===== src/rtl/mem_port_arbiter_if.sv =====
// Port-B sharing bus between the two requesters, the arbiter and the block memory.
// The arbiter takes the slave view; requesters plus the memory take the master view.
interface mem_port_arbiter_if #(
  parameter int ADDR_W = 10,
  parameter int DATA_W = 16
);
  logic              req0;
  logic              we0;
  logic [ADDR_W-1:0] addr0;
  logic [DATA_W-1:0] wdata0;
  logic              gnt0;
  logic              rvalid0;

  logic              req1;
  logic              we1;
  logic [ADDR_W-1:0] addr1;
  logic [DATA_W-1:0] wdata1;
  logic              gnt1;
  logic              rvalid1;

  logic [DATA_W-1:0] rdata;

  logic              mem_we;
  logic [ADDR_W-1:0] mem_addr;
  logic [DATA_W-1:0] mem_din;
  logic [DATA_W-1:0] mem_q;

  modport slave (
    input  req0, we0, addr0, wdata0,
    input  req1, we1, addr1, wdata1,
    input  mem_q,
    output gnt0, rvalid0, gnt1, rvalid1,
    output rdata, mem_we, mem_addr, mem_din
  );

  modport master (
    output req0, we0, addr0, wdata0,
    output req1, we1, addr1, wdata1,
    output mem_q,
    input  gnt0, rvalid0, gnt1, rvalid1,
    input  rdata, mem_we, mem_addr, mem_din
  );
endinterface


===== src/rtl/mem_port_arbiter.sv =====
// Round-robin arbiter with a burst limit sharing memory port B between r0 and r1.
// Grants are combinational; read-valid strobes follow a read grant by one cycle.
module mem_port_arbiter #(
  parameter int ADDR_W    = 10,
  parameter int DATA_W    = 16,
  parameter int MAX_BURST = 4
) (
  input  logic                 clk,
  input  logic                 reset,
  mem_port_arbiter_if.slave    bus
);
  localparam int              CNT_W     = $clog2(MAX_BURST + 1);
  localparam logic [CNT_W-1:0] BURST_MAX = CNT_W'(MAX_BURST);
  localparam logic [CNT_W-1:0] CNT_ONE   = CNT_W'(1);

  typedef enum logic [1:0] {
    IDLE = 2'd0,
    OWN0 = 2'd1,
    OWN1 = 2'd2
  } state_e;

  state_e            state_q, state_d;
  logic              last_owner_q, last_owner_d;
  logic [CNT_W-1:0]  burst_cnt_q, burst_cnt_d;
  logic              rvalid0_q, rvalid0_d;
  logic              rvalid1_q, rvalid1_d;
  logic              gnt0, gnt1;
  logic              burst_open;

  assign burst_open = (burst_cnt_q < BURST_MAX);

  always_comb begin
    gnt0 = 1'b0;
    gnt1 = 1'b0;
    if (!reset) begin
      case ({bus.req1, bus.req0})
        2'b01: gnt0 = 1'b1;
        2'b10: gnt1 = 1'b1;
        2'b11: begin
          case (state_q)
            OWN0: begin
              gnt0 = burst_open;
              gnt1 = !burst_open;
            end
            OWN1: begin
              gnt1 = burst_open;
              gnt0 = !burst_open;
            end
            default: begin
              gnt0 = last_owner_q;
              gnt1 = !last_owner_q;
            end
          endcase
        end
        default: ;
      endcase
    end
  end

  always_comb begin
    bus.mem_we   = 1'b0;
    bus.mem_addr = '0;
    bus.mem_din  = '0;
    if (gnt0) begin
      bus.mem_we   = bus.we0;
      bus.mem_addr = bus.addr0;
      bus.mem_din  = bus.wdata0;
    end else if (gnt1) begin
      bus.mem_we   = bus.we1;
      bus.mem_addr = bus.addr1;
      bus.mem_din  = bus.wdata1;
    end
  end

  // A run is restarted whenever ownership changes; it saturates once the limit is hit.
  always_comb begin
    state_d      = state_q;
    last_owner_d = last_owner_q;
    burst_cnt_d  = burst_cnt_q;
    rvalid0_d    = gnt0 & ~bus.we0;
    rvalid1_d    = gnt1 & ~bus.we1;
    if (gnt0) begin
      last_owner_d = 1'b0;
      if (state_q != OWN0) begin
        state_d     = OWN0;
        burst_cnt_d = CNT_ONE;
      end else if (burst_open) begin
        burst_cnt_d = burst_cnt_q + CNT_ONE;
      end
    end else if (gnt1) begin
      last_owner_d = 1'b1;
      if (state_q != OWN1) begin
        state_d     = OWN1;
        burst_cnt_d = CNT_ONE;
      end else if (burst_open) begin
        burst_cnt_d = burst_cnt_q + CNT_ONE;
      end
    end else begin
      state_d     = IDLE;
      burst_cnt_d = '0;
    end
  end

  always_ff @(posedge clk) begin
    if (reset) begin
      state_q      <= IDLE;
      last_owner_q <= 1'b1;
      burst_cnt_q  <= '0;
      rvalid0_q    <= 1'b0;
      rvalid1_q    <= 1'b0;
    end else begin
      state_q      <= state_d;
      last_owner_q <= last_owner_d;
      burst_cnt_q  <= burst_cnt_d;
      rvalid0_q    <= rvalid0_d;
      rvalid1_q    <= rvalid1_d;
    end
  end

  // Gating with reset drops a read result that would otherwise land during reset.
  assign bus.gnt0    = gnt0;
  assign bus.gnt1    = gnt1;
  assign bus.rvalid0 = rvalid0_q & ~reset;
  assign bus.rvalid1 = rvalid1_q & ~reset;
  assign bus.rdata   = bus.mem_q;

  a_gnt_onehot: assert property (@(posedge clk) !(gnt0 && gnt1));

endmodule


===== src/flat_wrapper.sv =====
// flat-port wrapper written by rule: the top's interface ports become plain ports
module mem_port_arbiter_flat 
#(
  parameter int ADDR_W    = 10,
  parameter int DATA_W    = 16,
  parameter int MAX_BURST = 4
)
  (clk, reset, bus_req0, bus_we0, bus_addr0, bus_wdata0, bus_req1, bus_we1, bus_addr1, bus_wdata1, bus_mem_q, bus_gnt0, bus_rvalid0, bus_gnt1, bus_rvalid1, bus_rdata, bus_mem_we, bus_mem_addr, bus_mem_din);
  mem_port_arbiter_if #(.ADDR_W(ADDR_W), .DATA_W(DATA_W)) bus_i ();
  input  logic clk;
  input  logic reset;
  input wire logic [$bits(bus_i.req0)-1:0] bus_req0;
  input wire logic [$bits(bus_i.we0)-1:0] bus_we0;
  input wire logic [$bits(bus_i.addr0)-1:0] bus_addr0;
  input wire logic [$bits(bus_i.wdata0)-1:0] bus_wdata0;
  input wire logic [$bits(bus_i.req1)-1:0] bus_req1;
  input wire logic [$bits(bus_i.we1)-1:0] bus_we1;
  input wire logic [$bits(bus_i.addr1)-1:0] bus_addr1;
  input wire logic [$bits(bus_i.wdata1)-1:0] bus_wdata1;
  input wire logic [$bits(bus_i.mem_q)-1:0] bus_mem_q;
  output wire logic [$bits(bus_i.gnt0)-1:0] bus_gnt0;
  output wire logic [$bits(bus_i.rvalid0)-1:0] bus_rvalid0;
  output wire logic [$bits(bus_i.gnt1)-1:0] bus_gnt1;
  output wire logic [$bits(bus_i.rvalid1)-1:0] bus_rvalid1;
  output wire logic [$bits(bus_i.rdata)-1:0] bus_rdata;
  output wire logic [$bits(bus_i.mem_we)-1:0] bus_mem_we;
  output wire logic [$bits(bus_i.mem_addr)-1:0] bus_mem_addr;
  output wire logic [$bits(bus_i.mem_din)-1:0] bus_mem_din;
  assign bus_i.req0 = bus_req0;
  assign bus_i.we0 = bus_we0;
  assign bus_i.addr0 = bus_addr0;
  assign bus_i.wdata0 = bus_wdata0;
  assign bus_i.req1 = bus_req1;
  assign bus_i.we1 = bus_we1;
  assign bus_i.addr1 = bus_addr1;
  assign bus_i.wdata1 = bus_wdata1;
  assign bus_i.mem_q = bus_mem_q;
  assign bus_gnt0 = bus_i.gnt0;
  assign bus_rvalid0 = bus_i.rvalid0;
  assign bus_gnt1 = bus_i.gnt1;
  assign bus_rvalid1 = bus_i.rvalid1;
  assign bus_rdata = bus_i.rdata;
  assign bus_mem_we = bus_i.mem_we;
  assign bus_mem_addr = bus_i.mem_addr;
  assign bus_mem_din = bus_i.mem_din;
  mem_port_arbiter #(.ADDR_W(ADDR_W), .DATA_W(DATA_W), .MAX_BURST(MAX_BURST)) u_core (.clk(clk), .reset(reset), .bus(bus_i));
endmodule

===== config.mk =====
export PLATFORM = sky130hd
export DESIGN_NAME = mem_port_arbiter_flat
export DESIGN_NICKNAME = d
export VERILOG_FILES = /design/src/rtl/mem_port_arbiter_if.sv /design/src/rtl/mem_port_arbiter.sv /design/src/flat_wrapper.sv
export SDC_FILE = /design/constraint.sdc
export NUM_CORES = 1
export LEC_CHECK = 0
export CAP_MARGIN = 40
export CORE_MARGIN = 2
export CORE_UTILIZATION = 40
export CTS_BUF_LIST = sky130_fd_sc_hd__clkbuf_4 sky130_fd_sc_hd__clkbuf_8
export DETAILED_ROUTE_END_ITERATION = 8
export DONT_BUFFER_PORTS = 1
export PLACE_DENSITY = 0.62
export SETUP_SLACK_MARGIN = 0.2
export SYNTH_ARGS = -nofsm -noshare
export SYNTH_HDL_FRONTEND = slang
export SYNTH_SLANG_ARGS = --single-unit

===== constraint.sdc =====
create_clock -name clk -period 5.4 [get_ports clk]
set_clock_uncertainty 0.2 [all_clocks]
set_input_delay 0.27 -clock clk [delete_from_list [all_inputs] [get_ports clk]]
set_output_delay 0.27 -clock clk [all_outputs]
set_load 0.005 [all_outputs]

==> metrics.cfg <==
[die]
die_y_microns = 51.9
start_util_pct = 41.8
core_sq_um = 2190
num_rows = 17
die_w_microns = 51.9
dieArea_sq_um = 2690
boundaryPins = 121

[power_and_ir_drop]
ir_drop_v = 0.000120
leakagePower_nw = 0.313
power_density_nw_per_um2 = 220
total_power_uw = 183

[timing]
rsz0062_at_grt = false
period_share_pct = 58.6
setup_viol = 0
fmax_mhz = 316
finalMaxSlewViolations = 0
min_period_ps = 3160
setup_tns_ps = 0
hold_viol = 0
worst_slew_pin_slew_ps = 888
slew_headroom_pct = 40.6
hold_ws_ps = 148

[global_route]
overflow = 0
grtUsageTotal_pct = 14.5
grt_pass1_wl_microns = 2890
antenna_found_initial = 0
grt_pass1_vias = 625
grt_max_degree = 34

[setup_path]
worstPathCellList = inv_1 > ha_1 > or4bb_1 > a41oi_4 > a22o_1
crit_required_ps = 4930
critical-path-top-delay-family = compound AO/OA/AOI/OAI gates
critPathKind = flop to primary output
critPathArrivalTime_ps = 2690
crit_path_max_incr_delay_ps = 780
cp_max_fo = 33
cp-start-kind = flop
worst-path-buf-inv = 1
cp-end-kind = primary output
cp_slowest_cell = a41oi_4

[clock_tree]
cts_buffers = 3
cts_buffer_depth = 2
clk_latency_ps = 260
cts_tree = built
clock_sinks = 8
cts.repair.resized = 0
cts_root_buffer = clkbuf_4
h-tree-depth = 1
cts.clk_slew.worst_paths_ps = 60

[final_layout]
drive_gt1_share_pct = 15.3
nets = 164
diodes = 0
syn_to_final_growth_pct = -8.74

[synthesis]
synth_cell_types = 29
synth-seq-cells = 8
netlist_instances = 102
synth_nets = 179
synth_area_per_cell_sq_um = 8.98
syn_area_sq_um = 916
seq_area_frac_synth_pct = 17.5
yosysWarningCount = 0

[routing]
postRouteAntennaNets = 0
wirelength_microns = 2280
drcViolationCount = 0
routedWlPerCell_microns = 20.2
first_pass_iters = 4
vias = 773
drt_iter0_markers = 13
vias_per_cell = 6.84

[placement]
dp_hpwl_microns = 1870
gp_congestion = 0.816
port-buffer-count = 0

[job]
cap_viol_max_count = 0

[hold_path]
hold_class = input pin to flop

[run_status]
status = complete, no violations

-- registers in the layout (all words and copies together), names as in the netlist --
signal               cells
u_core.burst_cnt_q       3
u_core.last_owner_q      1
u_core.rvalid0_q         1
u_core.rvalid1_q         1
u_core.state_q           2
-- Yosys cell counts --
cell type,instances,area share [%]
a211oi_1,2,1.6
nand2b_1,3,2.0
a21oi_2,1,0.96
or4bb_1,1,1.2
xor2_1,1,0.96
a32oi_2,1,1.8
buf_2,4,2.2
or2_2,1,0.68
inv_2,1,0.41
nor2b_1,5,3.4
buf_4,18,15
inv_1,2,0.82
ha_1,3,4.1
dfxtp_1,8,17
buf_6,2,2.5
a221oi_1,1,0.96
a41oi_4,1,3.0
mux2i_1,2,2.2
nor2_1,5,2.0
a31o_2,1,0.96
o2bb2a_2,1,1.2
a21o_1,1,0.82
a31oi_1,1,0.68
a21oi_1,3,1.6
or4b_4,1,1.5
nand2_1,3,1.2
a22o_1,27,26
o221ai_2,1,1.6
o211ai_2,1,1.4
-- where the power goes --
part,switching (mW),internal [mW],leakage [nW],total [mW]
registers,0.00310,0.0639,0.0658,0.0670
logic,0.0375,0.0307,0.233,0.0682
clock network,0.0227,0.0256,0.0138,0.0483
-- worst reg2reg max path: cells and delay by family, from the launching register on --
kind	cells	cell delay, ps
AO/OA/AOI/OAI	3	1210
flip-flops	1	350
buffers and inverters	1	50
adder cells (fa/ha/maj)	1	380
AND/OR/NAND/NOR	1	570
-- cells by family (layout without fill, tap and decap cells) --
logic type	after synthesis	count (layout)	share of synthesized area, %
AO/OA/AOI/OAI	42	42	42.5
buffers and inverters	27	10	20.6
AND/OR/NAND/NOR	19	19	12.2
flip-flops	8	8	17.5
adder cells (fa/ha/maj)	3	3	4.10
multiplexers	2	2	2.19
XOR/XNOR	1	1	0.956
-- metrics by stage --
step | std cells | cell area [sq um] | utilization [%] | setup WS [ps]
finish | 113 | 836 | 38.1 | 2240
global route | 113 | 836 | 38.1 | 2060
CTS | 113 | 836 | 38.1 | 2220
detailed placement | 106 | 773 | 35.3 | 2500
global placement | 106 | 773 | 35.3 | 2580
floorplan | 102 | 916 | - | 3030
-- cell usage in the layout, fill, tap and decap left out, drive strengths merged, types with 4 or more instances in the layout --
master	netlist	final
a21oi	4	4
a22o	27	27
dfxtp	8	8
dlygate4sd3	0	4
nor2	5	5
nor2b	5	5
-- final cells by class --
cell class,count,area [sq um]
Fill cell,238,1360
Multi-Input combinational cell,67,567
Sequential cell,8,160
Timing Repair Buffer,4,40.0
Tap cell,28,35.0
Clock buffer,3,22.5
Inverter,3,11.3
-- path summary, 6_finish.rpt --
kind                             startpoint                             end  slack [ps]  cells after the start
max          u_core.state_q[0]$_SDFFE_PP0P_                  bus_mem_din[6]        2240                      5
min                                   reset     u_core.rvalid0_q$_SDFF_PP0_         150                      3
max reg2reg  u_core.state_q[0]$_SDFFE_PP0P_  u_core.state_q[0]$_SDFFE_PP0P_        2520                      6
min reg2reg  u_core.state_q[1]$_SDFFE_PP0P_  u_core.state_q[1]$_SDFFE_PP0P_         290                      2
-- what timing repair did --
item / CTS / global route
hold buffers: 4 / 0
endpoints found under the hold margin: 3 / 0
setup buffers: 0 / 0
-- per-layer routing --
layer	global-route usage (%)	share of wire (%)	up-vias
met5	0	0	-
li1	-	-	342
met1	18.0	38	367
met3	2.87	11	4
met4	7.02	1.4	0
met2	23.6	50	60
Power figures use the tool's default switching activity.
